[config.mk]
export PLATFORM = sky130hd
export DESIGN_NAME = regfile_wr_ctrl
export DESIGN_NICKNAME = d
export VERILOG_FILES = /design/src/rtl/regfile_pkg.sv /design/src/rtl/regfile_wr_ctrl_wr_arb2.sv /design/src/rtl/regfile_wr_ctrl.sv
export SDC_FILE = /design/constraint.sdc
export NUM_CORES = 1
export LEC_CHECK = 0
export BUFFER_PORTS_ARGS = -buffer_cell sky130_fd_sc_hd__buf_2
export CAP_MARGIN = 5
export CORE_ASPECT_RATIO = 0.6
export CORE_MARGIN = 2
export CORE_UTILIZATION = 45
export CTS_BUF_LIST = sky130_fd_sc_hd__clkbuf_16
export DETAILED_ROUTE_END_ITERATION = 8
export GPL_TIMING_DRIVEN = 0
export HOLD_SLACK_MARGIN = 0.08
export PLACE_DENSITY = 0.86
export RECOVER_POWER = 100
export REMOVE_ABC_BUFFERS = 1
export SYNTH_ARGS = -nofsm -noshare
export SYNTH_HDL_FRONTEND = slang
export SYNTH_SLANG_ARGS = --single-unit
[constraint.sdc]
create_clock -name clk -period 2.3 [get_ports clk]
set_input_delay 0.115 -clock clk [delete_from_list [all_inputs] [get_ports clk]]
set_output_delay 0.115 -clock clk [all_outputs]
set_load 0.01 [all_outputs]
[src/rtl/regfile_pkg.sv]
// rtl/regfile_pkg.sv - shared constants and encodings for the register file write-port controller
package regfile_pkg;

  localparam int ADDR_W   = 5;
  localparam int DATA_W   = 32;
  localparam int NUM_REGS = 32;

  typedef enum logic {
    CLEAR = 1'b0,
    RUN   = 1'b1
  } state_t;

  typedef enum logic {
    REQ_CORE = 1'b0,
    REQ_AUX  = 1'b1
  } req_id_t;

endpackage

[src/rtl/regfile_wr_ctrl_wr_arb2.sv]
// rtl/regfile_wr_ctrl_wr_arb2.sv - two-input write grant; fixed core priority by default
// REGFILE_WR_CTRL_RR_EN selects round-robin with a priority flop.
module wr_arb2
  import regfile_pkg::*;
(
`ifdef REGFILE_WR_CTRL_RR_EN
  input  logic clk,
  input  logic reset,
  input  logic a_valid,
`endif
  input  logic en,
  input  logic c_valid,
  output logic c_gnt,
  output logic a_gnt
);

`ifdef REGFILE_WR_CTRL_RR_EN
  // prio names the requester that wins the next contested cycle
  req_id_t prio;

  always_ff @(posedge clk or negedge reset) begin
    if (!reset) begin
      prio <= REQ_CORE;
    end else if (c_valid && c_gnt) begin
      prio <= REQ_AUX;
    end else if (a_valid && a_gnt) begin
      prio <= REQ_CORE;
    end
  end

  assign c_gnt = en && (!a_valid || (prio == REQ_CORE));
  assign a_gnt = en && (!c_valid || (prio == REQ_AUX));
`else
  assign c_gnt = en;
  assign a_gnt = en && !c_valid;
`endif

endmodule

[src/rtl/regfile_wr_ctrl.sv]
// rtl/regfile_wr_ctrl.sv - register file write-port owner: x1..x31 clear sequence, then core/aux writeback
// REGFILE_WR_CTRL_RR_EN selects round-robin arbitration instead of fixed core priority.
module regfile_wr_ctrl #(
  parameter int ADDR_W   = regfile_pkg::ADDR_W,
  parameter int DATA_W   = regfile_pkg::DATA_W,
  parameter int NUM_REGS = regfile_pkg::NUM_REGS
) (
  input  logic              clk,
  input  logic              reset,
  input  logic              clr_req,
  input  logic              c_valid,
  input  logic [ADDR_W-1:0] c_addr,
  input  logic [DATA_W-1:0] c_data,
  output logic              c_ready,
  input  logic              a_valid,
  input  logic [ADDR_W-1:0] a_addr,
  input  logic [DATA_W-1:0] a_data,
  output logic              a_ready,
  output logic              rf_en,
  output logic [ADDR_W-1:0] rf_addr,
  output logic [DATA_W-1:0] rf_data,
  output logic              busy
);
  import regfile_pkg::*;

  localparam logic [ADDR_W-1:0] FIRST_IDX = ADDR_W'(1);
  localparam logic [ADDR_W-1:0] LAST_IDX  = ADDR_W'(NUM_REGS - 1);

  state_t            state, state_nx;
  logic [ADDR_W-1:0] idx, idx_nx;
  logic              rf_en_nx, busy_nx;
  logic [ADDR_W-1:0] rf_addr_nx;
  logic [DATA_W-1:0] rf_data_nx;
  logic              arb_en, c_gnt, a_gnt;

  // clr_req suppresses both grants so the cycle that starts a clear writes nothing
  assign arb_en = (state == RUN) && !clr_req;

  wr_arb2 u_arb (
`ifdef REGFILE_WR_CTRL_RR_EN
    .clk     (clk),
    .reset   (reset),
    .a_valid (a_valid),
`endif
    .en      (arb_en),
    .c_valid (c_valid),
    .c_gnt   (c_gnt),
    .a_gnt   (a_gnt)
  );

  assign c_ready = c_gnt;
  assign a_ready = a_gnt;

  always_ff @(posedge clk or negedge reset) begin
    if (!reset) begin
      state   <= CLEAR;
      idx     <= FIRST_IDX;
      rf_en   <= 1'b0;
      rf_addr <= '0;
      rf_data <= '0;
      busy    <= 1'b1;
    end else begin
      state   <= state_nx;
      idx     <= idx_nx;
      rf_en   <= rf_en_nx;
      rf_addr <= rf_addr_nx;
      rf_data <= rf_data_nx;
      busy    <= busy_nx;
    end
  end

  always_comb begin
    state_nx   = state;
    idx_nx     = idx;
    rf_en_nx   = 1'b0;
    rf_addr_nx = rf_addr;
    rf_data_nx = rf_data;
    busy_nx    = busy;
    case (state)
      CLEAR: begin
        rf_en_nx   = 1'b1;
        rf_addr_nx = idx;
        rf_data_nx = '0;
        idx_nx     = idx + FIRST_IDX;
        if (idx == LAST_IDX) begin
          state_nx = RUN;
          busy_nx  = 1'b0;
        end
      end
      RUN: begin
        if (clr_req) begin
          state_nx = CLEAR;
          idx_nx   = FIRST_IDX;
          busy_nx  = 1'b1;
        end else if (c_valid && c_gnt) begin
          // x0 is hardwired zero: accept the transfer but drop the write
          if (c_addr != '0) begin
            rf_en_nx   = 1'b1;
            rf_addr_nx = c_addr;
            rf_data_nx = c_data;
          end
        end else if (a_valid && a_gnt) begin
          if (a_addr != '0) begin
            rf_en_nx   = 1'b1;
            rf_addr_nx = a_addr;
            rf_data_nx = a_data;
          end
        end
      end
    endcase
  end

endmodule

==> run summary, run 1 <==
For this design the top-level I/O count stands at 120. The critical path is of the reg2reg type. The clock slew seen by the registers of the worst setup and hold paths came out at 0.06 ns.

Starting density of the core: 45.8%. VDD sags by at most 0.366 mV. Per report_power, the sequential group accounts for 44.5% of the total. In the layout the commonest cells are 79 x buf_2, 42 x dfrtp_1, 40 x clkbuf_1, 33 x a22o_1, 19 x mux2_1. The core region is 4980 sq um.

The first TritonRoute pass finished after 4 iterations. The Yosys step of the flow raised 0 warnings. The die outline height is 59.1 um, and the number of antenna violations at the first check in global routing is 0. STA puts the critical path data required time at 2.46 ns. The post-synthesis instance total is 179.

The tools report the cell chosen for the clock root as clkbuf_16. In the finished design, the share of the clock period the worst path needs comes to 92.0%. Transition time at the pin with the least slew margin: 1.20 ns.

TritonCTS built the clock tree. The switching portion of total power is 30.2%, and the post-synthesis sequential element count is 45. The die outline width was 95.9 um. Setup violations remaining at the end of the flow were counted as 0. The share of layout cells above drive strength 1 works out to 37.0%. The mean cell area of the mapped netlist is 12.7 sq um. The worst setup path is captured at a flop. For the share of synthesized area occupied by flip-flops and latches, the log shows 49.5%. The tools report the final count of pins violating max slew as 0. STA puts the critical path data arrival time at 2.27 ns.

In the final routed layout, each cell accounts on average for 15.1 um. The H-tree was split into 2 levels. The synthesis-to-layout area growth was 29.5%; the instance area at placement was 2900 sq um.

For the final-layout worst hold slack, the log shows 0.127 ns. The final layout contains 377 nets. Setup repair after global routing left no endpoint under its margin. Leaving out fill and tap cells, the most frequent cell in the layout is buf_2. Setup total negative slack on the finished layout was measured at 0 ns. Max-cap violations in this run came to 0.

The total DRC errors in the routed layout was 0; the pre-CTS worst setup slack was -0.975 ns. Measured in cells, the most critical reg-to-reg path has a length of 5. The run gives 1760 as the number of global-route vias before repair. In this run, CTS created clock tree buffers numbering 5. For the routed via count, the log shows 1882. The filler cells instantiated in the layout total 459. In this run the static leakage power is 1.50 nW.

The headroom to the max-slew limit was 19.9%. The tools report the utilization after layout as 59.3%. In this run the power density over the cells is 824 nW/um^2.

The average via count per standard cell is 5.18, and the buffer depth of the longest clock path is 2. The residual overflow from global routing was 0; the worst-skew pair later-pin latency was 0.27 ns. Port buffering added 119 buffers. For the number of sinks on the clock net, the log shows 45. The internal portion of the total power is 0.00170 W.

After legalization and detailed placement, the total HPWL measured 3960 um. For the total routing usage reported by global routing, the log shows 19.8%. The number of different library cells used by synthesis comes to 30.

The logs give 28.3% for the portion of total power attributed to combinational logic and 26 for the count of routing violations after the opening detailed-route iteration. Path category of the worst min-delay check: in2reg. The sort of element at the start of the critical path is a flop. The minimum clock period was 2.12 ns.

On the final layout, the worst clock skew is 0.00267 ns. The number of hold-slack violations in the final timing report was 0; the netlist area before placement was 2280 sq um. The logs give 46 for the pin count of the biggest net entering global routing and 0 for the post-route antenna net violation count. The critical-path maximum fanout came out at 22. Setup slack closes at 0.184 ns. The first global-routing pass estimated 8420 um of wire. The finished cells cover 2950 sq um. The floorplan has 20 rows.

The final layout contains routed wiring with a total length of 5470 um. For the slack of the worst reg-to-reg path, the log shows 0.18 ns. The logs give 27.2% for the part of the total power dissipated in the clock network and 0 for the total inserted antenna cells. For this run, the top clock speed supported by timing is 473 MHz. Routability-driven placement finished with a final weighted congestion of 0.810. Summed over all nets, the switching power comes to 0.000736 W.

The run finished with clean final reports. The die outline area was 5670 sq um. Counting instances, the worst hold path has a depth of 2.
routing by layer:
metal	up-vias	global-route usage, %	share of wire (%)
li1	899	-	-
met1	895	25.2	44
met2	86	34.1	46
met3	2	5.47	8.8
met4	0	4.69	0.64
met5	-	0	0
power by group through the flow:
stage          clock network (W)  logic, W  registers, W
6_report                0.000663  0.000688       0.00108
4_1_cts                 0.000688  0.000763       0.00108
3_5_place_dp                   0  0.000753       0.00109
2_1_floorplan                  0  0.000418       0.00112
3_3_place_gp                   0  0.000728       0.00108
5_1_grt                 0.000726  0.000766       0.00111
cells in the mapped netlist:
| cell | count | share of area, % |
|---|---|---|
| buf_4 | 1 | 0.33 |
| ha_1 | 2 | 1.1 |
| a22o_1 | 33 | 13 |
| a221o_1 | 2 | 0.88 |
| nand2_1 | 4 | 0.66 |
| or4_1 | 1 | 0.33 |
| buf_2 | 1 | 0.22 |
| o21ai_0 | 3 | 0.66 |
| buf_6 | 3 | 1.5 |
| nor2b_1 | 1 | 0.27 |
| o22ai_1 | 1 | 0.27 |
| mux2i_1 | 3 | 1.3 |
| mux2_2 | 18 | 8.9 |
| a21oi_1 | 5 | 1.1 |
| dfrtp_1 | 43 | 47 |
| and3b_1 | 1 | 0.38 |
| nor4_1 | 1 | 0.27 |
| o2bb2ai_1 | 1 | 0.38 |
| nor3_1 | 3 | 0.66 |
| nand3_1 | 1 | 0.22 |
| and3_1 | 1 | 0.27 |
| dfstp_2 | 2 | 2.3 |
| o21bai_1 | 1 | 0.33 |
| clkbuf_1 | 9 | 1.5 |
| mux2_4 | 19 | 13 |
| and2_1 | 1 | 0.27 |
| xor2_1 | 1 | 0.38 |
| nand2b_1 | 3 | 0.82 |
| inv_1 | 4 | 0.66 |
| nor2_1 | 10 | 1.6 |
final timing paths:
check / from / end
min in group asynchronous: reset / rf_data[10]$_DFFE_PN0P_
worst min-delay path: clr_req / idx[1]$_DFFE_PN0P_
worst min register to register: rf_data[0]$_DFFE_PN0P_ / rf_data[0]$_DFFE_PN0P_
max in group asynchronous: reset / state$_DFF_PN0_
worst max register to register: state$_DFF_PN0_ / rf_addr[2]$_DFFE_PN0P_
worst max-delay path: state$_DFF_PN0_ / rf_addr[2]$_DFFE_PN0P_
cell families after synthesis:
family / after synthesis / synth area share (%)
AO/OA/AOI/OAI: 46 / 16.3
flip-flops: 45 / 49.5
multiplexers: 40 / 22.7
AND/OR/NAND/NOR: 27 / 5.82
buffers and inverters: 18 / 4.17
adder cells (fa/ha/maj): 2 / 1.10
XOR/XNOR: 1 / 0.384
per-stage QoR:
step | cells | total power (W)
floorplan | 165 | 0.00154
global placement | 350 | 0.00181
detailed placement | 351 | 0.00185
CTS | 362 | 0.00253
global route | 363 | 0.00260
finish | 363 | 0.00243
final cells by class:
cell class | instances | area (sq um) | area share, %
well taps | 66 | 82.6 | 2.80
multi-input cells | 117 | 998 | 33.8
inverters | 4 | 15.0 | 0.508
repair buffers | 123 | 588 | 19.9
flip-flops and latches | 45 | 1130 | 38.3
clock buffers | 5 | 125 | 4.24
clock inverters | 3 | 13.8 | 0.466
flip-flops by register name, indices dropped and copies added, names as in the netlist:
register	cells
idx	5
rf_addr	5
busy	1
rf_en	1
rf_data	32
state	1
critical path: stages, from the launching register on:
cell and delay [ns]:
dfrtp_2 0.57, inv_1 0.18, nor3_1 0.30, a221o_2 0.24, buf_2 0.33, mux2_2 0.39
repair_timing:
action / 4_1_cts / 5_1_grt
gates resized for setup: 3 / 0
endpoints found under the hold margin: 43 / 0
buffers inserted: 1 / 1
pin swaps: 1 / 1
gates cloned: 1 / 0
hold buffers: 1 / 0
setup endpoints to repair: 38 / 22
Note: power is estimated with default switching activity, not from simulation.
==> inputs of run 2 (changes only) <==
- PLACE_DENSITY: 0.86 -> 0.91
==> run 2 against run 1 <==
Clock power grew 17%. Largest power group unchanged. Die area is the same. Critical path type unchanged. Non-clock buffer count shrank 1. Flip-flop and latch count is the same. Sequential power is essentially flat. Clock-buffer cell count is the same. Critical endpoint is now rf_data[8]$_DFFE_PN0P_. Final cell count shrank 0.28%. Combinational power grew 6.1%. Fmax shrank 4.6%. Register-to-register slack lost 0.10 ns. Cell area grew 3.0%. Power grew 6.4%.
==> run summary, run 2 (synthesized netlist as in run 1, its figures left out) <==
Setup repair after global routing left no endpoint under its margin. The tools report the worst-skew pair later-pin latency as 0.28 ns (was 0.27 ns). For the total wire length after detailed routing, the log shows 5540 um (was 5470 um). The die outline height works out to 59.1 um (unchanged). The instance count after placement with tap cells included is 351 (unchanged), and the count of routing violations after the opening detailed-route iteration is 110 (was 26). The cell chosen for the clock root is clkbuf_16 (unchanged). Switching portion of total power: 29.1% (was 30.2%).

The number of cells on the worst reg-to-reg path came out at 5 (unchanged). The average via count per standard cell is 5.31 (was 5.18), and the transition time at the pin with the least slew margin is 1.22 ns (was 1.20 ns). The summed negative setup slack over all endpoints is 0 ns (unchanged).

The total number of placement rows is 20 (unchanged), and the data arrival time at the worst-slack endpoint is 2.38 ns (was 2.27 ns). The run gives 376 (was 377) as the number of nets in the layout. Register containing the most flip-flops in the final layout: rf_data (unchanged). For the total DRC errors in the routed layout, the log shows 0 (unchanged). The share of layout cells above drive strength 1 is 42.9% (was 37.0%). The tools report the net load switching power as 0.000753 W (was 0.000736 W).

The critical path class was reg2reg (unchanged). The internal power consumption was 0.00184 W (was 0.00170 W); the instance area at placement was 2900 sq um (unchanged). The flow ran to the end, and the final reports show no timing, DRC or antenna violations.

The maximum vdd drop came out at 0.362 mV (was 0.366 mV). The routed via count is 1922 (was 1882). The logs give 8130 um (was 8420 um) for the wire length of the first global-routing pass and 4 (unchanged) for the number of iterations in the first detailed-routing pass. The path category of the worst min-delay check is in2reg (unchanged). The detailed placement HPWL was 3770 um (was 3960 um); the clock slew seen by the registers of the worst setup and hold paths was 0.06 ns (about the same). The tools report the buffer depth of the longest clock path as 2 (unchanged).

The required time at the endpoint of the critical path is 2.46 ns (about the same). The floorplan core area was 4980 sq um (unchanged). The run gives 0 (unchanged) as the post-route antenna net violation count.

The number of flip-flops in the largest register is 32 (unchanged), and the count of input and output buffers is 119 (unchanged). The number of antenna violations at the first check in global routing is 0 (unchanged), and the final-layout worst hold slack is 0.133 ns (was 0.127 ns). Largest registers: rf_data x32, idx x5, rf_addr x5 (unchanged). The part of the cycle the worst path needs came out at 96.4% (was 92.0%). The minimum clock period came out at 2.22 ns (was 2.12 ns). The top-level I/O count was 120 (unchanged). The starting density of the core is 45.8% (unchanged). The final number of setup-violating endpoints is 0 (unchanged), and the highest clock frequency the design can meet is 451 MHz (was 473 MHz). The die outline width was 95.9 um (unchanged).

The run gives 0 (unchanged) as the max capacitance violation total. The part of the total power dissipated in the clock network came out at 30.1% (was 27.2%). The run gives 1.50 nW (about the same) as the leakage power summed over all cells. The most frequent standard cell in the layout excluding fill and tap cells was buf_2 (unchanged). The number of buffers added by the clock tree synthesis step is 5 (unchanged), and the die outline area is 5670 sq um (unchanged). The sort of element at the start of the critical path was a flop (unchanged).

The number of hold-slack violations in the final timing report came out at 0 (unchanged). The synthesis-to-layout area growth was 33.4% (was 29.5%); the total inserted antenna cells was 0 (unchanged). The clock skew after layout came out at 0.00501 ns (was 0.00267 ns). The routed wire length per instance came out at 15.3 um (was 15.1 um).

The routability congestion estimate from global placement is 0.801 (was 0.810), and the total power after layout is 0.00259 W (was 0.00243 W). The power density of the placed cells was 851 nW/um^2 (was 824 nW/um^2). Worst hold path stage count: 2 (unchanged).

The number of non-filler instances in the completed layout is 362 (was 363). The critical-path maximum fanout is 23 (was 22). Highest-count cells in the layout ignoring fill and taps: 78 x buf_2, 42 x dfrtp_1, 40 x clkbuf_1, 33 x a22o_1, 19 x mux2_4 (was 79 x buf_2, 42 x dfrtp_1, 40 x clkbuf_1, 33 x a22o_1, 19 x mux2_1). The type of element capturing the critical path was a flop (unchanged). TritonCTS built the clock tree. The logs give 19.3% (was 19.8%) for the total routing usage reported by global routing and 0 (unchanged) for the residual overflow from global routing. The tools report the sequential power share as 41.8% (was 44.5%). The number of sinks on the clock net came out at 45 (unchanged). The depth of the CTS H-tree is 2 (unchanged), and the pin count of the biggest net entering global routing is 46 (unchanged). For the finished layout cell area, the log shows 3040 sq um (was 2950 sq um). The logs give 1717 (was 1760) for the number of global-route vias before repair and 28.2% (was 28.3%) for the portion of total power attributed to combinational logic.

The final count of pins violating max slew was 0 (unchanged). The tools report the headroom to the max-slew limit as 18.7% (was 19.9%).
==> run 2: changes by cell type in the layout (fill, tap and decap cells not counted), sizes merged <==
cell | before | now
clkinv | 2 | 1
buf | 81 | 80
bufinv | 0 | 1
==> run 2: through the flow <==
step	setup WS (ns)	util, %
4_1_cts	0.109	62.4
3_5_place_dp	-1.06	58.2
6_report	0.0818	61.1
3_3_place_gp	-1.61	57.8
2_1_floorplan	-0.815	-
5_1_grt	0.00632	61.1
==> run 2: final timing paths <==
| path | startpoint | slack (ns) | end |
|---|---|---|---|
| worst min register to register | rf_data[26]$_DFFE_PN0P_ | 0.50 | rf_data[26]$_DFFE_PN0P_ |
| min in group asynchronous | reset | 0.58 | rf_en$_DFF_PN0_ |
| worst max register to register | state$_DFF_PN0_ | 0.08 | rf_data[8]$_DFFE_PN0P_ |
| worst max-delay path | state$_DFF_PN0_ | 0.08 | rf_data[8]$_DFFE_PN0P_ |
| max in group asynchronous | reset | 0.99 | state$_DFF_PN0_ |
| worst min-delay path | clr_req | 0.13 | idx[1]$_DFFE_PN0P_ |
==> run 2: timing repair <==
action                     CTS  global route
hold endpoints to repair    43             0
hold buffers                 1             0
resized for setup            3             0
setup buffers                1             0
setup endpoints to repair   38             0
==> run 2: power by group through the flow <==
stage	Combinational (W)	Clock (W)	Sequential (W)
2_1_floorplan	0.000418	0	0.00112
3_3_place_gp	0.000735	0	0.00108
3_5_place_dp	0.000759	0	0.00109
4_1_cts	0.000776	0.000802	0.00108
5_1_grt	0.000820	0.000844	0.00110
6_report	0.000730	0.000779	0.00108
==> run 2: final cells by class <==
class	count	area, sq um
Clock buffer	5	125
Clock inverter	3	37.5
Fill cell	434	1940
Inverter	4	15.0
Multi-Input combinational cell	117	1070
Sequential cell	45	1130
Tap cell	66	82.6
Timing Repair Buffer	122	582
==> run 2: worst max-delay path, cell delays in order, from the launching register on <==
cell	delay (ns)
dfrtp_2	0.58
and3b_4	0.43
nor3_1	0.13
a221o_2	0.44
buf_8	0.20
mux2_4	0.31
==> run 2: routing by layer <==
metal / share of wire (%) / GRT usage, % / vias up / routed length [um]
met5: 0 / 0 / - / 0
met4: 0.32 / 4.08 / 0 / 18
met3: 10 / 6.87 / 2 / 559
met2: 43 / 31.8 / 97 / 2410
met1: 46 / 25.0 / 922 / 2550
li1: - / - / 901 / -
